`config.mk`:
```
export PLATFORM = sky130hd
export DESIGN_NAME = hifi4_iram1_arbiter_flat
export DESIGN_NICKNAME = d
export VERILOG_FILES = /design/src/rtl/hifi4_iram1_arbiter_if.sv /design/src/rtl/hifi4_iram1_arbiter.sv /design/src/flat_wrapper.sv
export SDC_FILE = /design/constraint.sdc
export NUM_CORES = 1
export LEC_CHECK = 0
export ABC_AREA = 1
export CAP_MARGIN = 40
export CORE_AREA = 4 4 324 326
export DETAILED_ROUTE_END_ITERATION = 10
export DIE_AREA = 0 0 328 330
export PLACE_DENSITY = 0.35
export REMOVE_ABC_BUFFERS = 1
export SYNTH_ARGS = -nofsm -noshare
export SYNTH_HDL_FRONTEND = slang
export SYNTH_SLANG_ARGS = --single-unit
export TNS_END_PERCENT = 100
```
`constraint.sdc`:
```
create_clock -name CLK -period 1.75 [get_ports CLK]
set_input_delay 0.35 -clock CLK [delete_from_list [all_inputs] [get_ports CLK]]
set_output_delay 0.35 -clock CLK [all_outputs]
set_load 0.02 [all_outputs]
```
`src/rtl/hifi4_iram1_arbiter_if.sv`:
```
// Signal bundle between the core/DMA requesters, the IRAM1 arbiter and the iram1 memory wrapper.
// master = requesters plus memory side, slave = arbiter.
interface hifi4_iram1_arbiter_if;
  logic         CoreEn;
  logic         CoreWr;
  logic [11:0]  CoreAddr;
  logic [3:0]   CoreWordEn;
  logic [127:0] CoreWrData;
  logic         CoreBusy;
  logic         CoreRdValid;
  logic [127:0] CoreRdData;

  logic         DmaReq;
  logic         DmaWr;
  logic [11:0]  DmaAddr;
  logic [3:0]   DmaWordEn;
  logic [127:0] DmaWrData;
  logic         DmaGnt;
  logic         DmaRdValid;
  logic [127:0] DmaRdData;

  logic         IRam1En;
  logic         IRam1Wr;
  logic [11:0]  IRam1Addr;
  logic [3:0]   IRam1WordEn;
  logic [127:0] IRam1WrData;
  logic [127:0] IRam1Data;

  modport slave (
    input  CoreEn, CoreWr, CoreAddr, CoreWordEn, CoreWrData,
    output CoreBusy, CoreRdValid, CoreRdData,
    input  DmaReq, DmaWr, DmaAddr, DmaWordEn, DmaWrData,
    output DmaGnt, DmaRdValid, DmaRdData,
    output IRam1En, IRam1Wr, IRam1Addr, IRam1WordEn, IRam1WrData,
    input  IRam1Data
  );

  modport master (
    output CoreEn, CoreWr, CoreAddr, CoreWordEn, CoreWrData,
    input  CoreBusy, CoreRdValid, CoreRdData,
    output DmaReq, DmaWr, DmaAddr, DmaWordEn, DmaWrData,
    input  DmaGnt, DmaRdValid, DmaRdData,
    input  IRam1En, IRam1Wr, IRam1Addr, IRam1WordEn, IRam1WrData,
    output IRam1Data
  );
endinterface

```
`src/rtl/hifi4_iram1_arbiter.sv`:
```
// Core/DMA arbiter for the single-port IRAM1: fixed core priority with a DMA starvation guard,
// plus a read-return tag pipe that routes IRam1Data back to whichever requester issued the read.
module hifi4_iram1_arbiter #(
  parameter int STARVE_LIMIT = 4,
  parameter int RD_LAT       = 2
) (
  input logic                  CLK,
  input logic                  Reset,
  hifi4_iram1_arbiter_if.slave bus
);

  localparam logic [3:0] LIMIT = 4'(STARVE_LIMIT);

  logic                   force_dma;
  logic                   core_win;
  logic                   dma_win;
  logic [3:0]             starve_cnt;
  logic [3:0]             starve_cnt_nxt;
  logic [RD_LAT-1:0][1:0] rd_pipe;

  always_comb begin
    force_dma = bus.DmaReq && (starve_cnt == LIMIT);
    core_win  = bus.CoreEn && !force_dma;
    dma_win   = bus.DmaReq && !core_win;
  end

  assign bus.CoreBusy = bus.CoreEn && !core_win;
  assign bus.DmaGnt   = dma_win;

  always_comb begin
    bus.IRam1En     = 1'b0;
    bus.IRam1Wr     = 1'b0;
    bus.IRam1Addr   = '0;
    bus.IRam1WordEn = '0;
    bus.IRam1WrData = '0;
    if (core_win) begin
      bus.IRam1En     = 1'b1;
      bus.IRam1Wr     = bus.CoreWr;
      bus.IRam1Addr   = bus.CoreAddr;
      bus.IRam1WordEn = bus.CoreWordEn;
      bus.IRam1WrData = bus.CoreWrData;
    end else if (dma_win) begin
      bus.IRam1En     = 1'b1;
      bus.IRam1Wr     = bus.DmaWr;
      bus.IRam1Addr   = bus.DmaAddr;
      bus.IRam1WordEn = bus.DmaWordEn;
      bus.IRam1WrData = bus.DmaWrData;
    end
  end

  // Counts consecutive cycles a pending DMA request loses; any grant or dropped request restarts it.
  always_comb begin
    starve_cnt_nxt = '0;
    if (bus.DmaReq && !dma_win)
      starve_cnt_nxt = (starve_cnt >= LIMIT) ? LIMIT : starve_cnt + 4'd1;
  end

  always_ff @(posedge CLK or posedge Reset) begin
    if (Reset) begin
      starve_cnt <= '0;
      rd_pipe    <= '0;
    end else begin
      starve_cnt <= starve_cnt_nxt;
      rd_pipe[0] <= {core_win && !bus.CoreWr, dma_win && !bus.DmaWr};
      for (int i = 1; i < RD_LAT; i++)
        rd_pipe[i] <= rd_pipe[i-1];
    end
  end

  assign bus.CoreRdValid = rd_pipe[RD_LAT-1][1];
  assign bus.DmaRdValid  = rd_pipe[RD_LAT-1][0];
  assign bus.CoreRdData  = bus.CoreRdValid ? bus.IRam1Data : '0;
  assign bus.DmaRdData   = bus.DmaRdValid  ? bus.IRam1Data : '0;

endmodule
```
`src/flat_wrapper.sv`:
```
// flat-port wrapper written by rule: the top's interface ports become plain ports
module hifi4_iram1_arbiter_flat 
#(
  parameter int STARVE_LIMIT = 4,
  parameter int RD_LAT       = 2
)
  (CLK, Reset, bus_CoreEn, bus_CoreWr, bus_CoreAddr, bus_CoreWordEn, bus_CoreWrData, bus_CoreBusy, bus_CoreRdValid, bus_CoreRdData, bus_DmaReq, bus_DmaWr, bus_DmaAddr, bus_DmaWordEn, bus_DmaWrData, bus_DmaGnt, bus_DmaRdValid, bus_DmaRdData, bus_IRam1En, bus_IRam1Wr, bus_IRam1Addr, bus_IRam1WordEn, bus_IRam1WrData, bus_IRam1Data);
  hifi4_iram1_arbiter_if bus_i ();
  input logic CLK;
  input logic Reset;
  input wire logic [$bits(bus_i.CoreEn)-1:0] bus_CoreEn;
  input wire logic [$bits(bus_i.CoreWr)-1:0] bus_CoreWr;
  input wire logic [$bits(bus_i.CoreAddr)-1:0] bus_CoreAddr;
  input wire logic [$bits(bus_i.CoreWordEn)-1:0] bus_CoreWordEn;
  input wire logic [$bits(bus_i.CoreWrData)-1:0] bus_CoreWrData;
  output wire logic [$bits(bus_i.CoreBusy)-1:0] bus_CoreBusy;
  output wire logic [$bits(bus_i.CoreRdValid)-1:0] bus_CoreRdValid;
  output wire logic [$bits(bus_i.CoreRdData)-1:0] bus_CoreRdData;
  input wire logic [$bits(bus_i.DmaReq)-1:0] bus_DmaReq;
  input wire logic [$bits(bus_i.DmaWr)-1:0] bus_DmaWr;
  input wire logic [$bits(bus_i.DmaAddr)-1:0] bus_DmaAddr;
  input wire logic [$bits(bus_i.DmaWordEn)-1:0] bus_DmaWordEn;
  input wire logic [$bits(bus_i.DmaWrData)-1:0] bus_DmaWrData;
  output wire logic [$bits(bus_i.DmaGnt)-1:0] bus_DmaGnt;
  output wire logic [$bits(bus_i.DmaRdValid)-1:0] bus_DmaRdValid;
  output wire logic [$bits(bus_i.DmaRdData)-1:0] bus_DmaRdData;
  output wire logic [$bits(bus_i.IRam1En)-1:0] bus_IRam1En;
  output wire logic [$bits(bus_i.IRam1Wr)-1:0] bus_IRam1Wr;
  output wire logic [$bits(bus_i.IRam1Addr)-1:0] bus_IRam1Addr;
  output wire logic [$bits(bus_i.IRam1WordEn)-1:0] bus_IRam1WordEn;
  output wire logic [$bits(bus_i.IRam1WrData)-1:0] bus_IRam1WrData;
  input wire logic [$bits(bus_i.IRam1Data)-1:0] bus_IRam1Data;
  assign bus_i.CoreEn = bus_CoreEn;
  assign bus_i.CoreWr = bus_CoreWr;
  assign bus_i.CoreAddr = bus_CoreAddr;
  assign bus_i.CoreWordEn = bus_CoreWordEn;
  assign bus_i.CoreWrData = bus_CoreWrData;
  assign bus_CoreBusy = bus_i.CoreBusy;
  assign bus_CoreRdValid = bus_i.CoreRdValid;
  assign bus_CoreRdData = bus_i.CoreRdData;
  assign bus_i.DmaReq = bus_DmaReq;
  assign bus_i.DmaWr = bus_DmaWr;
  assign bus_i.DmaAddr = bus_DmaAddr;
  assign bus_i.DmaWordEn = bus_DmaWordEn;
  assign bus_i.DmaWrData = bus_DmaWrData;
  assign bus_DmaGnt = bus_i.DmaGnt;
  assign bus_DmaRdValid = bus_i.DmaRdValid;
  assign bus_DmaRdData = bus_i.DmaRdData;
  assign bus_IRam1En = bus_i.IRam1En;
  assign bus_IRam1Wr = bus_i.IRam1Wr;
  assign bus_IRam1Addr = bus_i.IRam1Addr;
  assign bus_IRam1WordEn = bus_i.IRam1WordEn;
  assign bus_IRam1WrData = bus_i.IRam1WrData;
  assign bus_i.IRam1Data = bus_IRam1Data;
  hifi4_iram1_arbiter #(.STARVE_LIMIT(STARVE_LIMIT), .RD_LAT(RD_LAT)) u_core (.CLK(CLK), .Reset(Reset), .bus(bus_i));
endmodule
```
=== Word level (Yosys, flattened, before mapping) ===
Cells that the tools add are included.

* Input port bits: 422
* Output and inout port bits: 406
* Bits in registers: 8
* Word-level logic and storage cells: 32

* Equal/unequal tests: 1
* $lt $le $gt $ge: 1
* Reduce and logical (&&, ||, !) cells: 12
* Muxes and demuxes: 14
* Add/sub/neg operators: 1

{| class="wikitable"
|+ Operator list
! operator !! count
|-
| 128-bit 2-to-1 mux || 4
|-
| 12-bit 2-to-1 mux || 2
|-
| 4-bit 2-to-1 mux || 4
|-
| 1-bit logical AND || 7
|-
| 1-bit logical NOT || 5
|-
| 4-bit by 1-bit adder with 4-bit output, second input constant || 1
|-
| 4-bit by 3-bit equality test with 1-bit output, second input constant || 1
|-
| 4-bit by 3-bit greater-or-equal comparator with 1-bit output, second input constant || 1
|-
| 1-bit 2-to-1 mux || 4
|}

=== Depth between registers and ports, before layout ===
Gate-level depths: netlist (run 1).

* Word-level depth: 9
* Depth in mapped cells: 10
* Depth with buffers taken out: 9

=== Worst setup path before layout (run 1) ===
No wires, ideal clock.

* Kind: reg-to-output
* From: reg u_core.starve_cnt[0]
* To: out bus_IRam1WrData[88]
* Cell stages (with the launch flop): 10
* Arrival time: 1298 ps
* Path buffers: 2
* Required time: 1400 ps
* Path slack: 102 ps
* Cells stage by stage: dfrtp_1 -> inv_1 -> ha_1 -> nand2_1 -> inv_2 -> nand2_4 -> buf_4 -> buf_2 -> nand3_1 -> nand2_1

* Cells in the longest elaborated chain, start to end: 8

{| class="wikitable"
|+ RTL lines
! what !! RTL line !! RTL
|-
| start, declared || hifi4_iram1_arbiter.sv:17 || <nowiki>logic [3:0] starve_cnt;</nowiki>
|-
| start signal, assigned || hifi4_iram1_arbiter.sv:63 || <nowiki>starve_cnt <= starve_cnt_nxt;</nowiki>
|-
| 4-bit by 3-bit equality test with 1-bit output (*) || hifi4_iram1_arbiter.sv:22 || <nowiki>force_dma = bus.DmaReq && (starve_cnt == LIMIT);</nowiki>
|-
| 1-bit logical AND (*) || hifi4_iram1_arbiter.sv:22 ||
|-
| 1-bit logical NOT (*) || hifi4_iram1_arbiter.sv:23 || <nowiki>core_win = bus.CoreEn && !force_dma;</nowiki>
|-
| 1-bit logical AND (*) || hifi4_iram1_arbiter.sv:23 ||
|-
| 1-bit logical NOT || hifi4_iram1_arbiter.sv:24 || <nowiki>dma_win = bus.DmaReq && !core_win;</nowiki>
|-
| 1-bit logical AND || hifi4_iram1_arbiter.sv:24 ||
|-
| 128-bit 2-to-1 mux || hifi4_iram1_arbiter.sv:42 || <nowiki>end else if (dma_win) begin</nowiki>
|-
| 128-bit 2-to-1 mux (*) || hifi4_iram1_arbiter.sv:36 || <nowiki>if (core_win) begin</nowiki>
|-
| end, declared || flat_wrapper.sv:31 || <nowiki>output wire logic [$bits(bus_i.IRam1WrData)-1:0] bus_IRam1WrData;</nowiki>
|}

Every way passes the cells marked *; elsewhere a longest branch is shown, timed or not.

=== Final worst setup path (run 1) ===
* From: reg u_core.starve_cnt[0]
* To: out bus_IRam1WrData[65]

The elaborated chain is that of the path after synthesis.

==> metrics.yaml, run 1 <==
seq_area_frac_synth: 0.04171
cp_slowest_stage_delay_ps: 380
violations: "negative setup slack"
cts-hold-fix-buffers: 0
r2r_end: "u_core.rd_pipe[0]"
clkLatencyLatePin_ps: 250
die_w_um: 328
ir_drop_v: 0.0002205
rrSetupSlack_ps: 160
die_y_um: 330
critPathMaxFanout: 7
holdWs_ps: 346.5
clkTransAtPathRegs_ps: 40
setup_viol_count_final: 315
max_cap_viol_count: 0
rsz0062_at_grt: "true"
cts_root_buf: "clkbuf_16"
status: "complete, but fails checks"
place_inst: 3278
p_sw_frac: 0.4580
crit_path_end_kind: "output pin"
power.total_mw: 5.924
whs_endpoint: "u_core.bus.CoreRdValid"
fin_skew_ps: 1.886
reg2reg_from: "u_core.starve_cnt[0]"
area_growth_pct: 304.5
max_freq_ghz: 0.4359
io_buffers: 827
p_sw_mw: 2.713
routed_wirelength_um: 82000
hpwlAfterDp_um: 72380
ant_nets: 0
stdcell_area_um2: 19410
synth-edff-count: 0
power_frac_comb: 0.893
gr-total-overflow: 0
cpMaxStageDelayCell: "dfrtp_1"
clock-sinks: 8
grt_max_degree: 50
arrival_ps: 1940
hold_class: "register to register"
synth_cell_types: 18
syn_inst: 1079
power_frac_clock: 0.073
fill_cells: 11620
vias_per_cell: 3.112
r2r_cells: 11
ys_async_sr_fraction: 1.000
wire_per_inst_um: 24.39
instances_no_fill: 3362
final_nets: 2410
hold_depth: 0
synth_area_leaders: "nand2_1 32%, nand3_1 29%, inv_1 21%"
path_depth: 12
min_from: "u_core.rd_pipe[1]"
cp-start-kind: "register"
regArea_um2: 207.7
first_pass_iters: 5
p_per_area_nw_per_um2: 305.1
synth_common_cells: "408 x nand2_1, 280 x nand3_1, 266 x inv_1, 41 x buf_2, 30 x clkbuf_1"
numCtsBuffers: 3
path_buf_inv: 6
initial_utilization: 0.04717
grt_pass1_vias: 10380
pre_cts_slack_ps: -631.1
syn_area_per_cell_um2: 4.448
clockBufferDepth: 2
power.leakage_nw: 10.35
grt_pass1_wl_um: 102000
cts_tree: "built"
period_minus_slack_ps: 2294
htree_levels: 1
multi_input_comb_area_um2: 5081
synth_top_area_cell: "nand2_1"
cp_data_required_time_ps: 1400
ys.flop_type: "dfrtp_1"
die_area_um2: 108200
row_count: 117
grt_usage: 0.1395
final.period_utilization: 1.311
syn-cell-area_um2: 4800
io_pins: 828
cp_top_family: "buffers and inverters"
place_congestion: 0.8838
ys_ff_latch: 8
fin_ws_ps: -544.0
drive_above_1_share: 0.5290
drt_iter0_markers: 354
slew_viol_final: 0
synth_top_area_share: 0.3191
dpl_cell_area_um2: 16120
hold_violations: 0
critPathKind: "register to output pin"
synth_warnings: 0
coreArea_um2: 101700
timing.critical_path.cells: "inv_2 -> ha_4 -> nand2_2 -> inv_2 -> nand2_8 -> nand2_8 -> buf_12 -> buf_12 -> buf_8 -> nand3_2 -> nand2_4 -> buf_12"
post-synth-top-count-cell: "nand2_1"
cpMostUsedCell: "buf_12"
grt_antenna_before_repair: 50
p_seq_frac: 0.034
drc: 0
via_count: 10460
intPower_mw: 3.211
==> worst max path at each step <==
stage,startpoint,end
after floorplan,u_core.starve_cnt[0],bus_IRam1En
after global placement,u_core.starve_cnt[0],bus_IRam1Addr[4]
after detailed placement,u_core.starve_cnt[0],bus_IRam1Addr[4]
after CTS,u_core.starve_cnt[1],bus_IRam1WrData[65]
after global routing,u_core.starve_cnt[0],bus_IRam1WrData[65]
final,u_core.starve_cnt[0],bus_IRam1WrData[65]
==> worst register-to-register path: stages (launching register included) <==
cell and delay, ps:
dfrtp_1 380, inv_2 80, ha_4 120, nand2_2 40
inv_2 80, nand2_8 100, nand2_8 150, buf_12 150
buf_12 140, buf_8 130, nand2_8 60, nor2_1 90
==> flip-flops by register name, indices dropped and copies added (netlist names) <==
register / flops
u_core.starve_cnt: 4
u_core.bus.DmaRdValid: 1
u_core.bus.CoreRdValid: 1
u_core.rd_pipe: 2
==> per-stage QoR <==
stage,TNS (ps),util
floorplan,-488890,-
detailed placement,-111150,0.1585
CTS,-85340,0.1651
global route,-94590,0.1906
global placement,-110140,0.1585
finish,-74160,0.1908
==> cells by family after synthesis <==
kind of cell,share of synthesized area
and+or+nand+nor,0.6436
other,0.0007813
buffers and inverters,0.3087
adders and majority gates,0.005213
DFF,0.04171
==> routing by layer <==
metal  GRT usage  vias to the layer above  routed length (um)
met5           0                        -                  80
met4    0.003938                       12                 775
met3     0.03799                      104                5813
met2      0.2590                      559               42480
met1      0.1689                     4758               32850
li1            -                     5030                   -
==> power groups by stage <==
stage                     Combinational [mW]  Sequential (mW)  Clock [mW]
after global placement                  4.46            0.214           0
final                                   5.29            0.200       0.434
after global routing                    5.56            0.201       0.466
after detailed placement                4.46            0.214           0
after CTS                               4.76            0.200       0.451
after floorplan                         1.15            0.253           0
==> repair_timing <==
| item | CTS | global route |
|---|---|---|
| endpoints found under the hold margin | 0 | 0 |
| pin swaps | 25 | 97 |
| setup buffers | 41 | 18 |
| setup endpoints to repair | 392 | 326 |
| gates resized for setup | 1429 | 870 |
| cloned | 11 | 16 |
==> area by class of cell <==
type                    count  share of cell area
diodes                      9            0.001160
clock buffers               4            0.004061
inverters                 267             0.05421
multi-input cells         711              0.2617
flip-flops and latches      8             0.01070
well taps                1368             0.08817
repair buffers            995              0.5800
==> cells in the final DEF (no fill, tap or decap), types with 22 or more instances in the layout <==
cell	n
inv_1	133
nand2_2	108
nand3_1	212
inv_2	114
buf_4	84
nand2_4	138
nand3_2	56
nand3_4	22
buf_12	132
nand2_1	155
buf_2	105
clkdlybuf4s50_1	417
buf_6	216
Power figures use the tool's default switching activity.
==> run 2: changes to the inputs <==
--- a/config.mk
+++ b/config.mk
@@ -10,8 +10,10 @@
 export CORE_AREA = 4 4 324 326
 export DETAILED_ROUTE_END_ITERATION = 10
 export DIE_AREA = 0 0 328 330
+export MAX_ROUTING_LAYER = met4
 export PLACE_DENSITY = 0.35
 export REMOVE_ABC_BUFFERS = 1
+export SLEW_MARGIN = 30
 export SYNTH_ARGS = -nofsm -noshare
 export SYNTH_HDL_FRONTEND = slang
 export SYNTH_SLANG_ARGS = --single-unit
==> constraint.sdc (replaced) <==
create_clock -name CLK -period 1.75 [get_ports CLK]
set_input_delay 0.35 -clock CLK [delete_from_list [all_inputs] [get_ports CLK]]
set_output_delay 0.35 -clock CLK [all_outputs]
set_load 0.005 [all_outputs]
==> metrics.yaml, run 2 (synthesized netlist as in run 1, its figures left out) <==
status: "complete, but fails checks"
violations: "negative setup slack"
largest_register_ffs: 4  # unchanged
slew_viol_final: 0  # unchanged
clockBufferDepth: 2  # unchanged
crit_path_end_kind: "output pin"
grt_pass1_vias: 10330  # -0.48%
fin_ws_ps: -586.0  # -42.05 ps
clkLatencyLatePin_ps: 250  # about the same
power.total_mw: 5.131  # -13%
coreArea_um2: 101700  # unchanged
rsz0062_at_grt: "true"
place_inst: 3273  # -0.15%
via_count: 11000  # +5.1%
hold_violations: 0  # unchanged
power.leakage_nw: 12.75  # +23%
clock-sinks: 8  # unchanged
place_congestion: 0.9274  # +4.9%
cp-start-kind: "register"
cts_tree: "built"
hpwlAfterDp_um: 72860  # +0.67%
dpl_cell_area_um2: 15490  # -3.9%
clkTransAtPathRegs_ps: 40  # about the same
max_freq_ghz: 0.4281  # -1.8%
regMostFlops: "u_core.starve_cnt"
regArea_um2: 207.7  # unchanged
arrival_ps: 1990  # +50 ps
ir_drop_v: 0.0001649  # -25%
drc: 0  # unchanged
max_cap_viol_count: 0  # unchanged
holdWs_ps: 343.1  # -3.391 ps
grt_usage: 0.1415  # +0.001985
multi_input_comb_area_um2: 4947  # -2.6%
routed_wirelength_um: 85670  # +4.5%
ant_nets: 0  # unchanged
vias_per_cell: 3.163  # +1.6%
rrSetupSlack_ps: -40  # -200 ps
drive_above_1_share: 0.4421  # -0.08691
r2r_cells: 13  # +2
power_frac_clock: 0.086  # +0.013
cts_root_buf: "clkbuf_16"
die_w_um: 328  # unchanged
p_sw_frac: 0.4118  # -0.04620
p_seq_frac: 0.041  # +0.007
initial_utilization: 0.04717  # unchanged
die_y_um: 330  # unchanged
final.period_utilization: 1.335  # +0.02403
power_frac_comb: 0.873  # -0.020
numCtsBuffers: 3  # unchanged
die_area_um2: 108200  # unchanged
gr-total-overflow: 0  # unchanged
intPower_mw: 3.018  # -6.0%
p_per_area_nw_per_um2: 257.7  # -16%
critPathKind: "register to output pin"
io_buffers: 827  # unchanged
drt_iter0_markers: 394  # +11%
hold_class: "register to register"
first_pass_iters: 4  # -1
p_sw_mw: 2.113  # -22%
layout_common_cells: "412 x clkdlybuf4s50_1, 241 x inv_1, 238 x nand2_1"
htree_levels: 1  # unchanged
hold_depth: 0  # unchanged
grt_max_degree: 43  # -14%
grt_pass1_wl_um: 100000  # -1.9%
period_minus_slack_ps: 2336  # +42.05 ps
layout_commonest_cell: "clkdlybuf4s50_1"
fin_skew_ps: 1.236  # -0.6495 ps
wire_per_inst_um: 24.64  # +1.0%
fill_cells: 11670  # +0.46%
row_count: 117  # unchanged
io_pins: 828  # unchanged
cts-hold-fix-buffers: 0  # unchanged
reg_top3: "u_core.starve_cnt: 4 flops, u_core.rd_pipe: 2 flops"
final_nets: 2522  # +4.6%
setup_viol_count_final: 325  # +3.2%
stdcell_area_um2: 19910  # +2.6%
cp_data_required_time_ps: 1400  # about the same
area_growth_pct: 314.8
critPathMaxFanout: 5  # -2
grt_antenna_before_repair: 52  # +4.0%
instances_no_fill: 3477  # +3.4%
run 2: cell types whose count changed in the layout (fill, tap and decap cells not counted), moves of 51 or more:
| cell | change |
|---|---|
| nand3_1 | -108 |
| buf_6 | -96 |
| inv_1 | +108 |
| buf_4 | +51 |
| nand2_1 | +83 |
| nand2_4 | -95 |
| clkbuf_2 | +74 |
| inv_2 | -89 |
| nand3_2 | +94 |
| buf_12 | -60 |
| dlymetal6s2s_1 | +160 |
run 2: path summary, 6_finish.rpt:
path,start,end
hold / removal,u_core.rd_pipe[0],u_core.bus.DmaRdValid
hold reg to reg,u_core.rd_pipe[0],u_core.bus.DmaRdValid
max in group asynchronous,Reset,u_core.bus.DmaRdValid
setup / recovery,u_core.starve_cnt[0],bus_IRam1WrData[89]
min in group asynchronous,Reset,u_core.bus.CoreRdValid
setup reg to reg,u_core.starve_cnt[0],u_core.rd_pipe[0]
run 2: timing repair:
action / in CTS / in global routing
pin swaps: 20 / 116
endpoints found under the setup margin: 406 / 407
gates resized for setup: 440 / 1071
setup buffers: 37 / 133
cloned: 5 / 33
run 2: power by group through the flow:
stage               registers, mW  logic (mW)  clock network [mW]
CTS                         0.204        3.76               0.463
floorplan                   0.251       0.606                   0
global placement            0.207        3.69                   0
finish                      0.209        4.48               0.443
global route                0.210        4.75               0.477
detailed placement          0.207        3.69                   0
run 2: final cells by class:
| cell class | count | share of cell area |
|---|---|---|
| clock buffers | 4 | 0.003960 |
| flip-flops and latches | 8 | 0.01043 |
| diodes | 12 | 0.001508 |
| inverters | 267 | 0.05047 |
| multi-input cells | 711 | 0.2485 |
| well taps | 1368 | 0.08598 |
| repair buffers | 1107 | 0.5991 |
run 2: per-stage QoR:
| stage | setup WS (ps) | util | setup TNS [ps] |
|---|---|---|---|
| 3_5_place_dp | -637.1 | 0.1523 | -96500 |
| 6_report | -586.0 | 0.1957 | -92370 |
| 4_1_cts | -795.1 | 0.1584 | -144630 |
| 2_1_floorplan | -1167 | - | -424600 |
| 5_1_grt | -651.8 | 0.1956 | -110550 |
| 3_3_place_gp | -645.9 | 0.1523 | -95130 |
run 2: metal layers:
metal / up-vias / GRT usage / routed length [um]
met4: 0 / 0.004130 / 923
li1: 5253 / - / -
met5: - / - / 0
met2: 570 / 0.2539 / 43580
met3: 96 / 0.02893 / 5319
met1: 5080 / 0.1724 / 35850
run 2: critical path, stage by stage, from the launching register on:
cell	delay, ps
dfrtp_1	360
inv_2	60
ha_4	170
nand2_4	70
inv_4	40
nand2_8	100
nand2_8	100
buf_8	150
buf_8	120
buf_6	110
buf_6	110
buf_6	100
nand3_2	40
nand2_1	60
buf_2	130
